$ cat config.mk
export PLATFORM = sky130hd
export DESIGN_NAME = counter_sequencer_flat
export DESIGN_NICKNAME = d
export VERILOG_FILES = /design/src/rtl/counter_sequencer_if.sv /design/src/rtl/counter_sequencer.sv /design/src/flat_wrapper.sv
export SDC_FILE = /design/constraint.sdc
export NUM_CORES = 1
export LEC_CHECK = 0
export CAP_MARGIN = 20
export CORE_ASPECT_RATIO = 1.5
export CORE_UTILIZATION = 49
export CTS_BUF_LIST = sky130_fd_sc_hd__clkbuf_16
export DETAILED_ROUTE_END_ITERATION = 16
export PLACE_DENSITY = 0.9
export SYNTH_ARGS = -nofsm -noshare
export SYNTH_HDL_FRONTEND = slang
export SYNTH_SLANG_ARGS = --single-unit
$ cat constraint.sdc
create_clock -name CLK -period 2.8 [get_ports CLK]
set_input_delay 0.28 -clock CLK [delete_from_list [all_inputs] [get_ports CLK]]
set_output_delay 0.28 -clock CLK [all_outputs]
set_load 0.01 [all_outputs]
$ cat src/rtl/counter_sequencer_if.sv
// Host/counter bundle for counter_sequencer: host request/status plus the
// load/enable/data/count lines of one loadable up-counter.
interface counter_sequencer_if #(
  parameter int WIDTH = 8
);
  logic             START;
  logic             STOP;
  logic             AUTO;
  logic [WIDTH-1:0] START_VAL;
  logic [WIDTH-1:0] END_VAL;
  logic [WIDTH-1:0] COUNT;
  logic             CNT_LOAD;
  logic             CNT_ENABLE;
  logic [WIDTH-1:0] CNT_DATA;
  logic             BUSY;
  logic             DONE;

  // master: host + counter environment; slave: the sequencer
  modport master (
    output START, STOP, AUTO, START_VAL, END_VAL, COUNT,
    input  CNT_LOAD, CNT_ENABLE, CNT_DATA, BUSY, DONE
  );

  modport slave (
    input  START, STOP, AUTO, START_VAL, END_VAL, COUNT,
    output CNT_LOAD, CNT_ENABLE, CNT_DATA, BUSY, DONE
  );
endinterface

$ cat src/rtl/counter_sequencer.sv
// Sequences an external loadable up-counter from a start value to an end value,
// with optional prescaled stepping, auto-reload and abort.
module counter_sequencer #(
  parameter int WIDTH    = 8,
  parameter int PRESCALE = 1,
  parameter int PW       = 8
) (
  input logic                CLK,
  input logic                RST,
  counter_sequencer_if.slave bus
);

  typedef enum logic [1:0] {S_IDLE, S_LOAD, S_RUN, S_DONE} state_t;

  state_t           state_q, state_d;
  logic [WIDTH-1:0] start_q, end_q;
  logic             auto_q;
  logic [PW-1:0]    presc_q;

  logic tick, at_end, latch;
  logic load_c, en_c, busy_c, done_c;

  assign tick   = (presc_q == PW'(PRESCALE - 1));
  assign at_end = (bus.COUNT == end_q);

  always_comb begin
    state_d = state_q;
    latch   = 1'b0;
    load_c  = 1'b0;
    en_c    = 1'b0;
    busy_c  = 1'b1;
    done_c  = 1'b0;
    case (state_q)
      S_IDLE: begin
        busy_c = 1'b0;
        if (bus.START && !bus.STOP) begin
          latch   = 1'b1;
          state_d = S_LOAD;
        end
      end
      S_LOAD: begin
        if (bus.STOP) begin
          state_d = S_IDLE;
        end else begin
          // the counter only honours LOAD while ENABLE is high
          load_c  = 1'b1;
          en_c    = 1'b1;
          state_d = S_RUN;
        end
      end
      S_RUN: begin
        if (bus.STOP) begin
          state_d = S_IDLE;
        end else begin
          en_c = tick && !at_end;
          if (at_end) state_d = S_DONE;
        end
      end
      S_DONE: begin
        if (bus.STOP) begin
          state_d = S_IDLE;
        end else begin
          done_c  = 1'b1;
          state_d = auto_q ? S_LOAD : S_IDLE;
        end
      end
      default: state_d = S_IDLE;
    endcase
  end

  always_ff @(posedge CLK) begin
    if (RST) begin
      state_q <= S_IDLE;
      start_q <= '0;
      end_q   <= '0;
      auto_q  <= 1'b0;
      presc_q <= '0;
    end else begin
      state_q <= state_d;
      if (latch) begin
        start_q <= bus.START_VAL;
        end_q   <= bus.END_VAL;
        auto_q  <= bus.AUTO;
      end
      // prescale phase restarts on every load so each run begins aligned
      if (state_q == S_LOAD)
        presc_q <= '0;
      else if (state_q == S_RUN)
        presc_q <= tick ? '0 : presc_q + PW'(1);
    end
  end

  assign bus.CNT_LOAD   = load_c;
  assign bus.CNT_ENABLE = en_c;
  assign bus.CNT_DATA   = start_q;
  assign bus.BUSY       = busy_c;
  assign bus.DONE       = done_c;

endmodule

$ cat src/flat_wrapper.sv
// flat-port wrapper written by rule: the top's interface ports become plain ports
module counter_sequencer_flat 
#(
  parameter int WIDTH    = 8,
  parameter int PRESCALE = 1,
  parameter int PW       = 8
)
  (CLK, RST, bus_START, bus_STOP, bus_AUTO, bus_START_VAL, bus_END_VAL, bus_COUNT, bus_CNT_LOAD, bus_CNT_ENABLE, bus_CNT_DATA, bus_BUSY, bus_DONE);
  counter_sequencer_if #(.WIDTH(WIDTH)) bus_i ();
  input logic CLK;
  input logic RST;
  input wire logic [$bits(bus_i.START)-1:0] bus_START;
  input wire logic [$bits(bus_i.STOP)-1:0] bus_STOP;
  input wire logic [$bits(bus_i.AUTO)-1:0] bus_AUTO;
  input wire logic [$bits(bus_i.START_VAL)-1:0] bus_START_VAL;
  input wire logic [$bits(bus_i.END_VAL)-1:0] bus_END_VAL;
  input wire logic [$bits(bus_i.COUNT)-1:0] bus_COUNT;
  output wire logic [$bits(bus_i.CNT_LOAD)-1:0] bus_CNT_LOAD;
  output wire logic [$bits(bus_i.CNT_ENABLE)-1:0] bus_CNT_ENABLE;
  output wire logic [$bits(bus_i.CNT_DATA)-1:0] bus_CNT_DATA;
  output wire logic [$bits(bus_i.BUSY)-1:0] bus_BUSY;
  output wire logic [$bits(bus_i.DONE)-1:0] bus_DONE;
  assign bus_i.START = bus_START;
  assign bus_i.STOP = bus_STOP;
  assign bus_i.AUTO = bus_AUTO;
  assign bus_i.START_VAL = bus_START_VAL;
  assign bus_i.END_VAL = bus_END_VAL;
  assign bus_i.COUNT = bus_COUNT;
  assign bus_CNT_LOAD = bus_i.CNT_LOAD;
  assign bus_CNT_ENABLE = bus_i.CNT_ENABLE;
  assign bus_CNT_DATA = bus_i.CNT_DATA;
  assign bus_BUSY = bus_i.BUSY;
  assign bus_DONE = bus_i.DONE;
  counter_sequencer #(.WIDTH(WIDTH), .PRESCALE(PRESCALE), .PW(PW)) u_core (.CLK(CLK), .RST(RST), .bus(bus_i));
endmodule
==> impl_results.md <==
* First-pass GRT wire length at 5.11 mm
* Status: finished, final reports clean
* Worst reg2reg path depth at 6
* Initial DRC count at 25
* Core area at 2500 um2
* Yosys reg bits at 27
* CP arrival at 2350 ps
* Area growth, synth to finish at 37.3%
* Die H at 65.9 um
* Diodes inserted at 0
* Post-route DRC at 0
* Fraction of registers with async set/reset at 0%
* EDFF count, synth at 0
* Pre-antenna DRT Iters at 4
* Remaining global-route overflow at 0
* Dominant synthesized flop cell: dfxtp_1
* Clock-pin slew on the worst setup and hold paths at 70 ps
* Total GRT Usage at 23.6%
* Routed length per placed instance at 12.9 um
* Postcts setup bufs at 0
* Commonest non-fill, non-tap cells in the layout: nand2_1 (40), clkdlybuf4s50_1 (40), dfxtp_1 (27)
* Fin nets at 234
* Syn Area/Cell at 8.43 um2
* Initial Util at 53.2%
* Hpwl dp at 2.30 mm
* Fin crit share at 94.0%
* Std-Cell Rows at 22
* Max frequency at 380 MHz
* Post-synthesis net count at 193
* Rel. slew slack at 58.9%
* Final ANT Viol Nets at 0
* Max H-tree Level at 1
* Cts hold-fix bufs at 0
* WHS Path Cells at 2
* Post-Route Setup TNS at 0 ps
* Via-per-instance ratio at 5.28
* Sequential element share of the synthesized area at 40.6%
* Root buffer selected by CTS: clkbuf_16
* Share of cells above drive strength 1 at 6.57%
* Clk_skew at 2.08 ps
* Setup Crit Path Kind: register to primary output
* Unrepaired setup endpoints after global routing: no
* Pins Over Slew Limit at 0
* Critical path endpoint category: primary output
* CP Data Required Time at 2520 ps
* Post-synth cell types at 32
* VDD IR max at 0.000424 V
* Final Hold Fails at 0
* WHS at 457 ps
* Final setup vio count at 0
* Cell Pwr Density at 501 nW/um2
* Die Wd at 44.6 um
* Vias post-DR at 1235
* Pin count of the biggest net entering global routing at 18
* Gpl congestion at 0.772
* CTS tree: yes
* Yosys synthesis warning count at 0
* TritonCTS buffer count at 3
* Vias in the first global route at 1203
* Clk_lat worst skew at 260 ps
* Sink Count at 27
* Worst setup SP type: register
* # IOs at 41
* Initial antenna violation count at 0
* Netlist Area Pre-Place at 1330 um2
* Slew @ Worst Pin at 614 ps
* Port-buffer cells at 40
* Cts repair resizes at 0
* Cell count after synthesis at 158
* Min cycle time layout at 2630 ps
* Routed WL at 3.03 mm
* Worst hold path class: register to register
* CP max FO at 10
* Max-cap violations at 0
* Die area at 2940 um2
* Longest Clk Path Bufs at 2
* P_leak at 0.677 nW
[synth_stat cells (2+ instances only)]
master    instances  share of area [%]
nor3_1            3                1.1
xor2_1           11                7.2
nor2_1            7                2.0
or3_1             3                1.4
inv_1             6                1.7
nor2b_1           2               0.94
nand2_1          40                 11
o21ai_0           5                1.9
nor4_4            2                3.2
xnor2_1           2                1.3
buf_6             2                1.7
clkbuf_1          2               0.56
dfxtp_1          27                 41
nand4_1           2               0.94
nand3_1           2               0.75
a21oi_1          21                7.9
ha_1              6                5.6
[routing by layer]
| layer | global-route usage, % | wire length, um | up-vias |
|---|---|---|---|
| li1 | - | - | 608 |
| met1 | 23.8 | 1120 | 565 |
| met2 | 44.5 | 1660 | 53 |
| met3 | 4.64 | 168 | 9 |
| met4 | 10.2 | 73 | 0 |
| met5 | 0 | 0 | - |
[per-stage QoR]
stage               utilization (%)  setup WS [ps]  power (W)  std cells  area, um2
floorplan                         -           1290   0.000519        158       1330
global placement               69.9            466   0.000594        230       1750
detailed placement             69.9            421   0.000600        230       1750
CTS                            73.0            202   0.000920        234       1830
global route                   73.0           61.4   0.000955        234       1830
finish                         73.0            169   0.000916        234       1830
[report_power, final]
group          total, W  internal, W  leakage (nW)  switching, W
clock network  0.000324     0.000191        0.0423      0.000132
registers      0.000415     0.000402         0.219     0.0000130
logic          0.000177    0.0000905         0.416     0.0000868
total          0.000916     0.000684         0.677      0.000232
[area by class of cell]
| type | count | area [um2] |
|---|---|---|
| sequential | 27 | 541 |
| tap | 36 | 45.0 |
| inverter | 7 | 26.3 |
| multi-input combinational | 118 | 723 |
| clock buffer | 3 | 75.1 |
| fill | 180 | 676 |
| timing repair buffer | 42 | 415 |
| clock inverter | 1 | 3.75 |
[worst max-delay path: stages, from the launching register on]
cell,delay [ps]
dfxtp_1,350
inv_1,100
ha_1,400
nand2b_1,220
a211oi_1,340
o21a_1,150
clkdlybuf4s50_1,520
[logic make-up (layout without fill, tap and decap cells)]
family | Yosys count | count (layout) | share of synthesized area (%)
muxes | 1 | 1 | 0.751
adders and majority gates | 6 | 6 | 5.63
and+or+nand+nor | 65 | 65 | 24.4
DFF | 27 | 27 | 40.6
AOI/OAI and AO/OA | 33 | 33 | 14.9
buffers and inverters | 13 | 53 | 5.16
xor gates and xnor gates | 13 | 13 | 8.54
[final timing paths]
path / startpoint / slack [ps] / to
setup reg to reg: u_core.state_q[0] / 1090 / u_core.end_q[3]
hold / removal: u_core.bus.CNT_DATA[1] / 460 / u_core.bus.CNT_DATA[1]
hold reg to reg: u_core.bus.CNT_DATA[1] / 460 / u_core.bus.CNT_DATA[1]
setup / recovery: u_core.state_q[0] / 170 / bus_CNT_ENABLE
[registers in the layout (all words and copies together) (netlist names)]
| name | flops |
|---|---|
| u_core.bus.CNT_DATA | 8 |
| u_core.end_q | 8 |
| u_core.presc_q | 8 |
| u_core.state_q | 2 |
| u_core.auto_q | 1 |
No activity file was read; power rests on OpenSTA's default activity.
